==> config.mk <==
export PLATFORM = sky130hd
export DESIGN_NAME = switch_egress_arb
export DESIGN_NICKNAME = d
export VERILOG_FILES = /design/src/rtl/switch_egress_arb_pkg.sv /design/src/rtl/switch_egress_arb_rr_arb4.sv /design/src/rtl/switch_egress_arb.sv
export SDC_FILE = /design/constraint.sdc
export NUM_CORES = 1
export LEC_CHECK = 0
export ABC_AREA = 1
export BUFFER_PORTS_ARGS = -buffer_cell sky130_fd_sc_hd__buf_2
export CORE_ASPECT_RATIO = 0.8
export CORE_MARGIN = 2
export CORE_UTILIZATION = 25
export DETAILED_ROUTE_END_ITERATION = 6
export PLACE_DENSITY_LB_ADDON = 0.2
export SLEW_MARGIN = 20
export SYNTH_ARGS = -nofsm -noshare
export SYNTH_HDL_FRONTEND = slang
export SYNTH_SLANG_ARGS = --single-unit
==> constraint.sdc <==
create_clock -name clk -period 1.9 [get_ports clk]
set_input_delay 0.285 -clock clk [delete_from_list [all_inputs] [get_ports clk]]
set_output_delay 0.285 -clock clk [all_outputs]
set_load 0.01 [all_outputs]
==> src/rtl/switch_egress_arb_pkg.sv <==
// pkg_switch: types shared across the switch egress path.
package pkg_switch;
  localparam int NUM_PORTS = 4;
  typedef logic [1:0] port_id_t;
  typedef enum logic {EGR_IDLE, EGR_XFER} egr_state_e;
endpackage

==> src/rtl/switch_egress_arb_rr_arb4.sv <==
// rr_arb4: combinational 4-way priority pick starting the search at ptr.
module rr_arb4
  import pkg_switch::*;
(
  input  logic [3:0] req,
  input  port_id_t   ptr,
  output port_id_t   win,
  output logic       any
);
  // Walk the search order backwards so the earliest candidate assigns last.
  always_comb begin
    win = ptr;
    for (int k = 3; k >= 0; k--)
      if (req[ptr + port_id_t'(k)]) win = ptr + port_id_t'(k);
  end
  assign any = |req;
endmodule

==> src/rtl/switch_egress_arb.sv <==
// switch_egress_arb: packet-granular round-robin egress arbiter feeding a
// single suspendable output register stage.
module switch_egress_arb
  import pkg_switch::*;
#(
  parameter int DW   = 8,
  parameter int CNTW = 16
) (
  input  logic                    clk,
  input  logic                    reset,
  input  logic [3:0]              in_valid,
  input  logic [3:0]              in_sop,
  input  logic [3:0]              in_eop,
  input  logic [NUM_PORTS*DW-1:0] in_data,
  output logic [3:0]              in_ready,
  input  logic                    op_suspend,
  output logic                    out_valid,
  output logic                    out_sop,
  output logic                    out_eop,
  output logic [DW-1:0]           out_data,
  output logic [1:0]              out_src,
  output logic [CNTW-1:0]         pkt_cnt,
  output logic                    proto_err
);
  egr_state_e state, state_nx;
  port_id_t rr_ptr, gnt, win;
  logic any, first, ld, acc, sop_g, eop_g;
  rr_arb4 u_arb (.req(in_valid & in_sop), .ptr(rr_ptr), .win(win), .any(any));
  assign ld       = !out_valid || !op_suspend;
  assign in_ready = (state == EGR_XFER && ld) ? 4'b0001 << gnt : 4'b0000;
  assign acc      = in_valid[gnt] && in_ready[gnt];
  assign sop_g    = in_sop[gnt];
  assign eop_g    = in_eop[gnt];
  always_comb begin
    state_nx = state;
    state_nx = (state == EGR_IDLE) ? (any ? EGR_XFER : EGR_IDLE)
                                   : ((acc && eop_g) ? EGR_IDLE : EGR_XFER);
  end
  always_ff @(posedge clk or posedge reset)
    if (reset) state <= EGR_IDLE;
    else state <= state_nx;
  // first marks the grant's opening beat; sop must coincide with it exactly.
  always_ff @(posedge clk or posedge reset)
    if (reset) begin
      rr_ptr    <= '0;
      gnt       <= '0;
      first     <= 1'b0;
      out_valid <= 1'b0;
      out_sop   <= 1'b0;
      out_eop   <= 1'b0;
      out_data  <= '0;
      out_src   <= '0;
      pkt_cnt   <= '0;
      proto_err <= 1'b0;
    end else begin
      if (state == EGR_IDLE && any) begin
        gnt    <= win;
        rr_ptr <= win + port_id_t'(1);
        first  <= 1'b1;
      end
      if (acc) first <= 1'b0;
      if (ld) out_valid <= acc;
      if (acc) begin
        out_data <= in_data[gnt*DW +: DW];
        out_sop  <= sop_g;
        out_eop  <= eop_g;
        out_src  <= gnt;
      end
      if (acc && eop_g) pkt_cnt <= pkt_cnt + CNTW'(1);
      proto_err <= acc && (first ^ sop_g);
    end
endmodule

After elaboration in Yosys (flattened, before gate mapping)
Cells that the tools add are included.
{ "classes": {"mux": 26, "addsub": 5, "order_cmp": 5, "n_bitwise": 3, "n_reduce_logical": 10, "shifts": 2} }
{ "op_table": {"columns": ["operator", "n"], "rows": [
  ["32-bit by 6-bit variable part select with 8-bit output", 1],
  ["16-bit by 1-bit adder with 16-bit output, second input constant", 1],
  ["1-bit binary-select mux with 2-bit select", 8],
  ["2-bit by 3-bit < comparator with 1-bit output, second input constant", 5],
  ["1-bit 2-to-1 mux", 13],
  ["2-bit 2-to-1 mux", 4],
  ["1-bit logical AND", 5],
  ["2-bit by 1-bit adder with 2-bit output, second input constant", 2],
  ["2-bit adder, second input constant", 2],
  ["4-bit AND", 1],
  ["4-bit 2-to-1 mux", 1],
  ["4-bit OR reduction", 1],
  ["1-bit by 2-bit left shift with 4-bit output, first input constant", 1],
  ["1-bit logical NOT", 2],
  ["2-bit nonzero test", 1],
  ["1-bit logical OR", 1],
  ["1-bit inverter", 1],
  ["1-bit bitwise XOR", 1]
]} }
{ "totals": {"reg_bits": 36, "in_bits": 47, "output_inout_bits": 34, "wordCells": 62} }

Depth between registers and ports, before layout
{ "logic_depth": {"depth_word": 10, "mapped_depth": 14, "ltp_nobuf": 13} }

Modules after synthesis
Synthesis repeated with hierarchy kept, for this count alone.
{ "unflattened": {"cells_unflattened": 359, "hier_area_um2": 2363.5} }
{ "by_module_without_submodules": {"columns": ["module", "instances", "area_each_um2", "cells_each", "seq_area_each_um2"], "rows": [
  ["switch_egress_arb", 1, 2145.8, 309, 900.9],
  ["rr_arb4", 1, 217.7, 50, 0.0]
]} }

Least setup slack after synthesis
No wires, ideal clock.
{ "synth_timing": {"kind": "register to register", "from": "register pkt_cnt[0]", "to": "register pkt_cnt[14]", "setup_slack_ps": 379, "setup_ps": 83, "arrival_time_ps": 1439, "n_path_buf": 0, "period_less_slack_ps": 1521, "t_required_ps": 1817, "path_stages_with_launch": 7, "path_cell_list": "dfrtp_1 -> ha_1 -> inv_1 -> nor4_1 -> nand3_1 -> xor2_1 -> o21ai_0"} }
{ "synth_between": {"elab_chain_len": 1} }
{ "synth_rtl": {"columns": ["item", "line", "text"], "rows": [
  ["start: declaration", "switch_egress_arb.sv:22", "output logic [CNTW-1:0] pkt_cnt,"],
  ["start signal: assignment", "switch_egress_arb.sv:69", "if (acc && eop_g) pkt_cnt <= pkt_cnt + CNTW'(1);"],
  ["16-bit by 1-bit adder with 16-bit output", "switch_egress_arb.sv:69", null]
]} }
Every way passes these cells.
A chain may end at the register's enable or synchronous reset.

Worst setup path in the final report
Same ends and word-level chain as after synthesis.

==> metrics.md <==
| Metric | Value |
|---|---|
| Y dimension of the die | `about 87 um` |
| Grt met2 use | `0.206` |
| Total power density per cell area | `1510 nW/um^2` |
| Layout overhead on the synthesized area | `30.5%` |
| Library cell used as clock root buffer | `sky130_fd_sc_hd__clkbuf_8` |
| Critical path's slowest cell | `sky130_fd_sc_hd__dfrtp_1` |
| Area occupied by multi-input gates | `1130 sq um` |
| Remaining routing DRC violations | `0` |
| Inserted Clock Buffers | `5` |
| Quantity of hold-fixing buffers added after cts | `0` |
| Area of the core | `roughly 8400 sq um` |
| Number of buffers inserted by port buffering | `80` |
| First-pass GRT wire length | `9940 um` |
| Achievable clock frequency | `about 590 MHz` |
| Number of hold violations in the final report | `0` |
| Number of antenna-violating nets in the routed design | `0` |
| Gr busiest metal | `met2` |
| DP Wirelength | `4760 um` |
| Number of rows created at floorplan | `30` |
| Wire length per cell | `between 10 and 15 um` |
| Number of flops mapped to enable cells by yosys | `0` |
| Critical-path cell list | `ha_1 > inv_1 > nor4_4 > nand3_1 > xor2_1 > o21ai_0` |
| Worst Hold Margin | `87.3 ps` |
| Cell-internal power | `2.31 mW` |
| Final worst-path cycle share | `0.892` |
| Non-filler instance count after layout | `496` |
| Buffers plus inverters on the worst setup path | `1` |
| Via count of the first global-routing pass | `a little over 2000` |
| Synthesized net count | `roughly 350` |
| Number of cells produced by synthesis | `301` |
| Starting utilization of the core area | `0.257` |
| Post-synthesis sequential area ratio | `0.415` |
| Sequential cell area | `~900 sq um` |
| M1 GR Usage | `0.184` |
| Logic gate share of total power | `0.522` |
| Initial DRC count | `126` |
| Clk sink count | `36` |
| RSZ-0062 raised after global routing | `no` |
| Antenna cells | `0` |
| Worst-case clock buffer depth | `2` |
| Hold Path Class | `in2async` |
| Setup fix buffers added after clock tree synthesis | `0` |
| Htree depth | `2` |
| Peak supply drop | `0.448 mV` |
| Clock latency reported for the late side of the worst-skew pair | `~290 ps` |
| Setup WS post-layout | `about 210 ps` |
| Filler cell count in the final layout | `roughly 920` |
| Measured slew at the worst slew-check pin | `about 470 ps` |
| Antenna violations before repair | `0` |
| CTS tree | `built` |
| Final count of negative-setup-slack endpoints | `0` |
| Detailed-route wire length | `6260 um` |
| Largest incremental delay on the critical path | `480 ps` |
| # Max-Cap Violations | `0` |
| Die area | `between 9000 and 10000 sq um` |
| Remaining Overflow, GRT | `0` |
| Horizontal die dimension | `about 110 um` |
| CP Class | `reg2reg` |
| Clock slew at the register clock pins of the worst setup and hold paths | `approximately 80 ps` |
| Routed via count | `~2200` |
| Last weighted congestion value of the routability-driven placer | `0.840` |
| Prevailing post-synth register cell | `sky130_fd_sc_hd__dfrtp_1` |
| Post-synthesis register bit count | `36` |
| Cells after DPL | `around 490` |
| Net switching fraction of the power | `0.459` |
| Endpoint arrival time on the critical path | `around 1900 ps` |
| Post-Syn Area per Cell | `7.20 sq um` |
| Cell area after technology mapping | `between 2000 and 2500 sq um` |
| Post-synth cell types | `34` |
| Slew Limit Fails | `0` |
| Sequential group share of total power | `0.305` |
| Worst path required time | `~2100 ps` |
| Cell leakage power | `1.48 nW` |
| Fin Clk Skew | `~9.3 ps` |
| Clock group share of total power | `0.173` |
| Maximum number of pins on one net before global-route repair | `37` |
| Headroom to the max-slew limit | `0.690` |
| Share of layout cells above drive strength 1 | `0.284` |
| Dominant delay contributor by cell family on the critical path | `flip-flops` |
| Status | `complete, no violations` |
| Worst slack at placement | `approximately 44 ps` |
| Critical path launch point type | `flip-flop` |
| Type of destination of the critical path | `flip-flop` |
| Count of instances resized after the clock tree is built | `0` |
| Maximum fanout along the worst path | `5` |
| Sw power | `slightly below 2 mW` |
| Met3 demand-to-capacity share in global routing | `0.0426` |
| Syn. warnings | `0` |
| Clock period minus final worst setup slack | `around 1700 ps` |
| Number of vias per cell after detailed routing | `about 4.4` |
| Combined global-route utilization of all metal layers | `0.134` |
| Top Ports | `81` |
| Count of nets after finishing | `roughly 430` |
| Post-synth ARST share | `1.00` |
| Number of search-and-repair iterations in the first detailed-routing pass | `5` |
[power groups by stage]
stage / sequential [mW] / clock, mW / combinational, mW
2_1_floorplan: 1.35 / 0 / 1.52
3_3_place_gp: 1.31 / 0 / 2.24
3_5_place_dp: 1.32 / 0 / 2.23
4_1_cts: 1.31 / 0.769 / 2.24
5_1_grt: 1.35 / 0.804 / 2.55
6_report: 1.30 / 0.740 / 2.23
[path summary, 6_finish.rpt]
path | slack, ps | cells past startpoint | endpoint | from
worst max-delay path | 210 | 6 | pkt_cnt[14] | pkt_cnt[0]
min in group clk | 220 | 3 | out_valid | op_suspend
worst max register to register | 210 | 6 | pkt_cnt[14] | pkt_cnt[0]
max in group asynchronous | 1480 | 3 | out_valid | reset
worst min register to register | 480 | 1 | proto_err | first
worst min-delay path | 90 | 3 | out_data[0] | reset
[Yosys cell counts, types with 4 or more instances]
master | n | area, sq um
sky130_fd_sc_hd__a21oi_1 | 11 | 55.1
sky130_fd_sc_hd__buf_2 | 4 | 20.0
sky130_fd_sc_hd__dfrtp_1 | 36 | 901
sky130_fd_sc_hd__inv_1 | 18 | 67.6
sky130_fd_sc_hd__nand2_1 | 103 | 387
sky130_fd_sc_hd__nand3_1 | 35 | 175
sky130_fd_sc_hd__nor2_1 | 17 | 63.8
sky130_fd_sc_hd__nor3_1 | 7 | 35.0
sky130_fd_sc_hd__o21ai_0 | 21 | 105
sky130_fd_sc_hd__xnor2_1 | 7 | 61.3
sky130_fd_sc_hd__xor2_1 | 5 | 43.8
[logic make-up after synthesis]
kind of cell,Yosys count,share of synthesized area
AOI/OAI and AO/OA,41,0.106
xor gates and xnor gates,12,0.0485
and+or+nand+nor,177,0.353
adders and majority gates,1,0.00577
DFF,36,0.415
buffers and inverters,34,0.0715
[sequential cells by signal, summed over array words and instances, names as in the netlist]
name	count
out_sop	1
first	1
state	1
rr_ptr	2
proto_err	1
out_valid	1
out_src	2
gnt	2
out_data	8
pkt_cnt	16
out_eop	1
[tightest hold or removal path: stages]
cell and delay, ps:
sky130_fd_sc_hd__buf_2 90, sky130_fd_sc_hd__inv_1 40, sky130_fd_sc_hd__buf_4 400
[per-stage QoR]
stage	power, mW	setup TNS (ps)	area (sq um)	util
final	4.27	0	2830	0.335
after floorplan	2.87	0	2170	-
after detailed placement	3.55	0	2690	0.318
after global routing	4.71	0	2830	0.335
after CTS	4.31	0	2820	0.333
after global placement	3.56	-10.7	2690	0.318
[layer usage]
metal,vias up,wire [um]
li1,1145,-
met2,73,2600
met1,984,3060
met3,5,530
met4,0,65
met5,-,0
[area by class of cell]
cell class / instances / area share
clock buffer: 7 / 0.0340
clock inverter: 1 / 0.0106
inverter: 24 / 0.0345
multi-input combinational: 231 / 0.398
sequential: 36 / 0.318
tap: 112 / 0.0495
timing repair buffer: 85 / 0.155
[placed cells by master (no fill, tap or decap), types with 2 or more instances in the layout]
cell,n
sky130_fd_sc_hd__nand2_1,103
sky130_fd_sc_hd__inv_2,3
sky130_fd_sc_hd__inv_4,3
sky130_fd_sc_hd__a21oi_1,11
sky130_fd_sc_hd__inv_1,18
sky130_fd_sc_hd__o22ai_1,2
sky130_fd_sc_hd__nand4_1,3
sky130_fd_sc_hd__nor2_1,17
sky130_fd_sc_hd__nand2_2,3
sky130_fd_sc_hd__dfrtp_1,36
sky130_fd_sc_hd__buf_2,80
sky130_fd_sc_hd__xor2_1,5
sky130_fd_sc_hd__clkbuf_8,7
sky130_fd_sc_hd__xnor2_1,7
sky130_fd_sc_hd__nor2_2,2
sky130_fd_sc_hd__nor3_1,7
sky130_fd_sc_hd__o21ai_0,21
sky130_fd_sc_hd__nand3_1,35
sky130_fd_sc_hd__buf_4,5
Note: power is estimated with default switching activity, not from simulation.
